$ cat src/rtl/fetch_stage.sv
// fetch_stage: MIPS instruction fetch, PC ownership and the IF/ID register.
// Issues one imem read at a time, parks a stalled response, applies redirects.
//
// Ports:
//   clk, rst_n            clock, synchronous active-low reset
//   stall                 hazard unit: IF/ID holds its contents
//   redirect, redirect_pc taken branch / jump target from later stages
//   imem_req, imem_addr   one-cycle read request and its address
//   imem_rvalid, imem_rdata  read response
//   ifid_valid, ifid_instr, ifid_pc4, ifid_opcode  IF/ID register outputs
module fetch_stage #(
    parameter logic [31:0] PC_RESET = 32'h0000_0000
) (
    input  logic        clk,
    input  logic        rst_n,
    input  logic        stall,
    input  logic        redirect,
    input  logic [31:0] redirect_pc,
    output logic        imem_req,
    output logic [31:0] imem_addr,
    input  logic        imem_rvalid,
    input  logic [31:0] imem_rdata,
    output logic        ifid_valid,
    output logic [31:0] ifid_instr,
    output logic [31:0] ifid_pc4,
    output logic [5:0]  ifid_opcode
);

    typedef enum logic [1:0] {
        S_RESET,
        S_ISSUE,
        S_WAIT,
        S_HOLD
    } state_t;

    state_t      state;
    state_t      state_nxt;
    logic [31:0] pc;
    logic [31:0] pc_plus4;
    logic [31:0] target;
    logic        kill;
    logic [31:0] hbuf_instr;
    logic [31:0] hbuf_pc4;
    logic        ld_mem;
    logic        ld_hbuf;
    logic        unused_pc_lsb;

    // Targets are word aligned; the two low bits carry no information.
    assign target        = {redirect_pc[31:2], 2'b00};
    assign unused_pc_lsb = ^redirect_pc[1:0];
    assign pc_plus4      = pc + 32'd4;

    always_ff @(posedge clk) begin
        if (!rst_n) begin
            state <= S_RESET;
        end else begin
            state <= state_nxt;
        end
    end

    always_comb begin
        state_nxt = state;
        unique case (state)
            S_RESET: state_nxt = S_ISSUE;
            S_ISSUE: state_nxt = S_WAIT;
            S_WAIT: begin
                if (redirect) begin
                    state_nxt = imem_rvalid ? S_ISSUE : S_WAIT;
                end else if (imem_rvalid) begin
                    state_nxt = (kill || !stall) ? S_ISSUE : S_HOLD;
                end
            end
            S_HOLD: begin
                if (redirect || !stall) begin
                    state_nxt = S_ISSUE;
                end
            end
            default: state_nxt = S_RESET;
        endcase
    end

    // Request outputs depend on state and pc only.
    always_comb begin
        imem_req  = (state == S_ISSUE);
        imem_addr = pc;
    end

    always_comb begin
        ld_mem  = (state == S_WAIT) && imem_rvalid && !redirect
                  && !kill && !stall;
        ld_hbuf = (state == S_HOLD) && !redirect && !stall;
    end

    always_ff @(posedge clk) begin
        if (!rst_n) begin
            pc         <= PC_RESET;
            kill       <= 1'b0;
            hbuf_instr <= 32'h0;
            hbuf_pc4   <= 32'h0;
        end else begin
            unique case (state)
                S_ISSUE: begin
                    // The request still goes out; its response is dropped.
                    if (redirect) begin
                        pc   <= target;
                        kill <= 1'b1;
                    end
                end
                S_WAIT: begin
                    if (redirect) begin
                        pc   <= target;
                        kill <= !imem_rvalid;
                    end else if (imem_rvalid) begin
                        if (kill) begin
                            // pc already holds the redirect target.
                            kill <= 1'b0;
                        end else begin
                            pc <= pc_plus4;
                            if (stall) begin
                                hbuf_instr <= imem_rdata;
                                hbuf_pc4   <= pc_plus4;
                            end
                        end
                    end
                end
                S_HOLD: begin
                    if (redirect) begin
                        pc <= target;
                    end
                end
                default: ;
            endcase
        end
    end

    // Redirect squashes even under stall; otherwise a stall freezes IF/ID.
    always_ff @(posedge clk) begin
        if (!rst_n) begin
            ifid_valid <= 1'b0;
            ifid_instr <= 32'h0;
            ifid_pc4   <= 32'h0;
        end else if (redirect) begin
            ifid_valid <= 1'b0;
        end else if (!stall) begin
            if (ld_mem) begin
                ifid_valid <= 1'b1;
                ifid_instr <= imem_rdata;
                ifid_pc4   <= pc_plus4;
            end else if (ld_hbuf) begin
                ifid_valid <= 1'b1;
                ifid_instr <= hbuf_instr;
                ifid_pc4   <= hbuf_pc4;
            end else begin
                ifid_valid <= 1'b0;
            end
        end
    end

    assign ifid_opcode = ifid_instr[31:26];

endmodule

$ cat config.mk
export PLATFORM = sky130hd
export DESIGN_NAME = fetch_stage
export DESIGN_NICKNAME = d
export VERILOG_FILES = /design/src/rtl/fetch_stage.sv
export SDC_FILE = /design/constraint.sdc
export NUM_CORES = 1
export LEC_CHECK = 0
export BUFFER_PORTS_ARGS = -buffer_cell sky130_fd_sc_hd__buf_2
export CORE_ASPECT_RATIO = 1.1
export CORE_MARGIN = 4
export CORE_UTILIZATION = 50
export CTS_BUF_LIST = sky130_fd_sc_hd__clkbuf_4 sky130_fd_sc_hd__clkbuf_8
export CTS_CLUSTER_DIAMETER = 60
export DETAILED_ROUTE_END_ITERATION = 6
export GPL_TIMING_DRIVEN = 0
export PLACE_DENSITY_LB_ADDON = 0.05
export SLEW_MARGIN = 15
export SYNTH_ARGS = -nofsm -noshare
export SYNTH_HDL_FRONTEND = slang
export SYNTH_SLANG_ARGS = --single-unit
$ cat constraint.sdc
create_clock -name clk -period 2.8 [get_ports clk]
set_input_delay 0.42 -clock clk [delete_from_list [all_inputs] [get_ports clk]]
set_output_delay 0.42 -clock clk [all_outputs]
set_load 0.01 [all_outputs]
# Word-level counts from Yosys, hierarchy flattened
# Index checks and enable logic that the tools add are counted.
# word_totals
reg_bits,164
latchBits,0
ramBits,0
romBits,0
inputBits,69
out_inout_bits,104
memories,0
# classes
add_sub_neg,1
multipliers,0
div_mod_pow,0
magnitude_cmp,0
eq_ne,8
shifts,0
n_mux,21
bitwise_logic,4
n_reduce_logical,23
# op_table
cell,n
$mux W32,8
$pmux W32 S2,1
$add A32 B3 Y32 const B,1
$mux W2,5
$pmux W2 S4,1
$logic_and A1 B1 Y1,6
$ne A3 B3 Y1 const B,2
$reduce_and A3 Y1,2
$reduce_bool A2 Y1,3
$mux W1,5
$reduce_and A5 Y1,1
$eq A2 B2 Y1 const B,2
$logic_not A1 Y1,4
$ne A2 B2 Y1 const B,2
$not A1 Y1,4
$reduce_and A4 Y1,1
$reduce_or A2 Y1,2
$eq A2 B1 Y1 const B,1
$logic_not A2 Y1,1
$logic_or A1 B1 Y1,2
$ne A2 B1 Y1 const B,1
$pmux W1 S2,1
$reduce_and A2 Y1,1

# Depth between registers and ports, before layout
# logic_depth
word_depth,7
ltp_mapped,10
ltp_nobuf,7

# Worst setup path after synthesis
# OpenSTA, ideal clock, no wires.
# synth_timing
path_kind,reg-to-reg
from,reg state[0]
to,reg ifid_pc4[19]
setup_ps,137
arrival_ps,2202
required_ps,2663
slack_ps,460
path_stages_with_launch,9
n_path_buf,3
path_cell_list,dfxtp_1 > inv_1 > ha_1 > clkbuf_1 > nor4bb_1 > nor2b_1 > clkbuf_1 > clkbuf_1 > a211oi_1
# synth_via
elab_chain_cells,7
# synth_lines
element,line_no,text
start: declaration,36,state_t state;
start signal: assignment,57,state <= state_nxt;
$eq A2 B2 Y1,89,ld_mem = (state == S_WAIT) && imem_rvalid && !redirect
$logic_and A1 B1 Y1 (2 in series),89,
$logic_and A1 B1 Y1 (2 in series),90,&& !kill && !stall;
$reduce_bool A2 Y1 (no source line),n/a,
$reduce_and A3 Y1 (no source line),n/a,
end signal: assignment,148,ifid_pc4 <= pc_plus4;
end signal: assignment,152,ifid_pc4 <= hbuf_pc4;
end: declaration,25,"output logic [31:0] ifid_pc4,"
# Several ways; a longest one is shown, not always the timed one.
# A chain may end at the register's enable or synchronous reset.

# Worst setup path in the final report
# layout_timing
from,reg pc[2] (netlist: imem_addr[2])
to,reg ifid_pc4[26]
# layout_via
elab_chain_cells,2
# layout_lines
element,line_no,text
start: declaration,38,logic [31:0] pc;
start signal: assignment,105,pc <= target;
start signal: assignment,111,pc <= target;
start signal: assignment,118,pc <= pc_plus4;
$add A32 B3 Y32,51,assign pc_plus4 = pc + 32'd4;
$mux W32,145,if (ld_mem) begin
# Every way passes these cells.

==> flow_metrics.env <==
export IMPL_outcome="completed"
export IMPL_gp_congestion=0.927
export IMPL_cp_arrival_ns=3.00
export IMPL_hold_depth=3
export IMPL_h_tree_depth=4
export IMPL_timing_rr_start="imem_addr[2]$_SDFFE_PN0P_"
export IMPL_grt_pass1_vias=6769
export IMPL_synth_edf_count=0
export IMPL_drc=0
export IMPL_fin_skew_ns=0.0114
export IMPL_numCtsBuffers=17
export IMPL_antenna_found_initial=0
export IMPL_ys_seq_area_frac=0.432
export IMPL_fmax_mhz=379
export IMPL_antennaDiodeCount=0
export IMPL_power_density_nw_per_um2=566
export IMPL_final_min_clock_period_ns=2.64
export IMPL_min_from="imem_rdata[3]"
export IMPL_async_flop_share=0
export IMPL_cts_buffer_depth=2
export IMPL_ir_drop_mv=0.417
export IMPL_synth_distinct_cells=57
export IMPL_drt_wl_total_mm=23.4
export IMPL_crit_fanout=8
export IMPL_r2r_cells=6
export IMPL_timing_slew_headroom=0.385
export IMPL_synthSimpleGateAreaFrac=0.222
export IMPL_p_leak_nw=3.44
export IMPL_clk_latency_ns=0.46
export IMPL_clkSlewWorstSetupHoldPaths_ns=0.09
export IMPL_grt_max_degree=17
export IMPL_globalRouteTotalUtil=0.278
export IMPL_die_w_um=123
export IMPL_hold_class="input port to flip-flop"
export IMPL_nets=1191
export IMPL_intPower_mw=3.58
export IMPL_clock_sinks=158
export IMPL_cp_end_kind="flip-flop"
export IMPL_holdBufCountCts=0
export IMPL_synth_area_leaders="dfxtp_1, nand2_1, a21oi_1"
export IMPL_die_area_um2=16700
export IMPL_core_um2=14400
export IMPL_cp_required_ns=3.16
export IMPL_tritoncts="built"
export IMPL_synthMuxAreaShare=0.0152
export IMPL_hold_violations=0
export IMPL_fin_util=0.620
export IMPL_synth_ff_type="dfxtp_1"
export IMPL_first_pass_iters=6
export IMPL_final_cell_area_um2=8910
export IMPL_post_drt_via_cell_ratio=5.72
export IMPL_wl_per_cell_um=17.7
export IMPL_critPathKind="flip-flop to flip-flop"
export IMPL_placedInstanceArea_um2=8400
export IMPL_hold_end="hbuf_instr[3]$_SDFFE_PN0P_"
export IMPL_synth_top_family_by_area="compound AO/OA/AOI/OAI gates"
export IMPL_ys_warn_count=0
export IMPL_clock_power_share=0.383
export IMPL_maxCapViolations=0
export IMPL_io_buffers=164
export IMPL_ant_nets=0
export IMPL_yosysTopAreaCell="dfxtp_1"
export IMPL_cts_root_buf="clkbuf_8"
export IMPL_switching_share=0.291
export IMPL_synth_seq_cells=158
export IMPL_num_rows=46
export IMPL_dp_hpwl_mm=17.2
export IMPL_synth_xor_area_frac=0.0335
export IMPL_synth_top_area_share=0.432
export IMPL_drt_iter0_drc=684
export IMPL_synthAdderAreaFrac=0.00854
export IMPL_syn_avg_cell_area_um2=7.88
export IMPL_crit_reg2reg_capture="ifid_pc4[26]$_SDFFE_PN0P_"
export IMPL_finalSetupViolCount=0
export IMPL_synth_compound_area_frac=0.225
export IMPL_drv_slew=0
export IMPL_grt_overflow=0
export IMPL_min_period_over_period=0.941
export IMPL_r2r_slack_ns=0.16
export IMPL_comb_power_share=0.140
export IMPL_initial_core_util=0.509
export IMPL_rsz0062_at_grt="false"
export IMPL_ioPinCount=173
export IMPL_p_seq_frac=0.476
export IMPL_switchingPower_mw=1.47
export IMPL_drive_above_1_share=0.222
export IMPL_grt_pass1_wl_mm=36.2
export IMPL_worstMarginPinSlew_ns=0.914
export IMPL_netlist_area_um2=7320
export IMPL_syn_inst=930
export IMPL_die_height_um=135
export IMPL_area_growth_pct=21.7
export IMPL_vias=7564
export IMPL_start_kind="flip-flop"
[layer usage]
layer	share of wire	GRT usage	vias up
li1	-	-	3651
met1	0.42	0.368	3531
met2	0.48	0.451	338
met3	0.070	0.0511	44
met4	0.026	0.103	0
met5	0	0	-
[stage by stage]
stage	setup WS (ns)	TNS, ns	std cells	power (mW)	hold WS [ns]
after floorplan	0.460	0	933	2.83	0.437
after global placement	-0.228	-7.78	1289	3.12	0.442
after detailed placement	-0.287	-10.65	1289	3.12	0.448
after CTS	0.00103	0	1321	5.03	0.183
after global routing	0.0135	0	1322	5.21	0.188
final	0.165	0	1322	5.04	0.209
[cells in the final DEF (no fill, tap or decap), types with 9 or more instances in the layout]
cell,n
o21ai_0,42
clkbuf_1,63
nor2_1,77
o31ai_1,10
nand3_1,31
buf_2,169
buf_4,13
xnor2_1,17
nand2_1,195
a21oi_1,87
a311oi_1,36
a211oi_1,19
inv_1,12
mux2_2,9
xor2_1,11
dfxtp_1,158
nor3_1,9
a221oi_1,11
and3_1,19
clkbuf_2,14
clkbuf_8,18
[cell families (layout without fill, tap and decap cells)]
logic type | Yosys count | in the layout
and+or+nand+nor | 370 | 370
xor gates and xnor gates | 28 | 28
buffers and inverters | 109 | 306
other | 1 | 4
DFF | 158 | 158
adders and majority gates | 5 | 5
muxes | 10 | 10
AOI/OAI and AO/OA | 249 | 249
[critical path, cell delays in order (launching register included)]
cell      delay, ns
dfxtp_1        0.53
ha_1           0.20
clkbuf_1       0.31
nand3_1        0.34
or4_1          0.65
xnor2_1        0.21
a221oi_1       0.31
[cell usage after synthesis, types with 12 or more instances]
cell type	instances
a211oi_1	19
nand2_1	195
xnor2_1	17
nor2_1	77
nand3_1	31
a311oi_1	36
inv_1	12
o21ai_0	42
clkbuf_1	75
dfxtp_1	158
a21oi_1	87
and3_1	19
[flip-flops by register name, indices dropped and copies added, names as in the netlist]
signal	flops
hbuf_pc4	30
kill	1
ifid_instr	32
ifid_valid	1
hbuf_instr	32
ifid_pc4	30
imem_addr	30
state	2
[how the worst max path moves through the flow]
stage                                   start  cells after the start                          to
floorplan               state[0]$_SDFFE_PN0P_                      8   ifid_pc4[19]$_SDFFE_PN0P_
global placement        state[0]$_SDFFE_PN0P_                      8   ifid_pc4[30]$_SDFFE_PN0P_
detailed placement      state[0]$_SDFFE_PN0P_                      8   ifid_pc4[30]$_SDFFE_PN0P_
CTS                     state[1]$_SDFFE_PN0P_                     10  imem_addr[22]$_SDFFE_PN0P_
global route            state[1]$_SDFFE_PN0P_                     10  imem_addr[31]$_SDFFE_PN0P_
finish              imem_addr[2]$_SDFFE_PN0P_                      6   ifid_pc4[26]$_SDFFE_PN0P_
[what timing repair did]
action                                 in CTS  in global routing
resized for setup                           9                 13
endpoints found under the hold margin       0                  0
cloned                                      0                  0
setup endpoints to repair                 131                141
pin swaps                                   0                  2
buffers inserted                            0                  3
[power by group through the flow]
stage	clock (mW)	combinational (mW)	sequential, mW
6_report	1.93	0.709	2.40
5_1_grt	2.04	0.758	2.41
4_1_cts	1.95	0.683	2.40
3_5_place_dp	0	0.675	2.45
3_3_place_gp	0	0.672	2.45
2_1_floorplan	0	0.375	2.45
[layout make-up]
type                       instances  area [um2]
fill                            1383        5470
multi-input combinational        666        3740
timing repair buffer             167         843
tap                              192         240
sequential                       158        3160
buffer                            95         425
clock inverter                    14         205
clock buffer                      18         248
inverter                          12        45.0
Power figures use the tool's default switching activity.
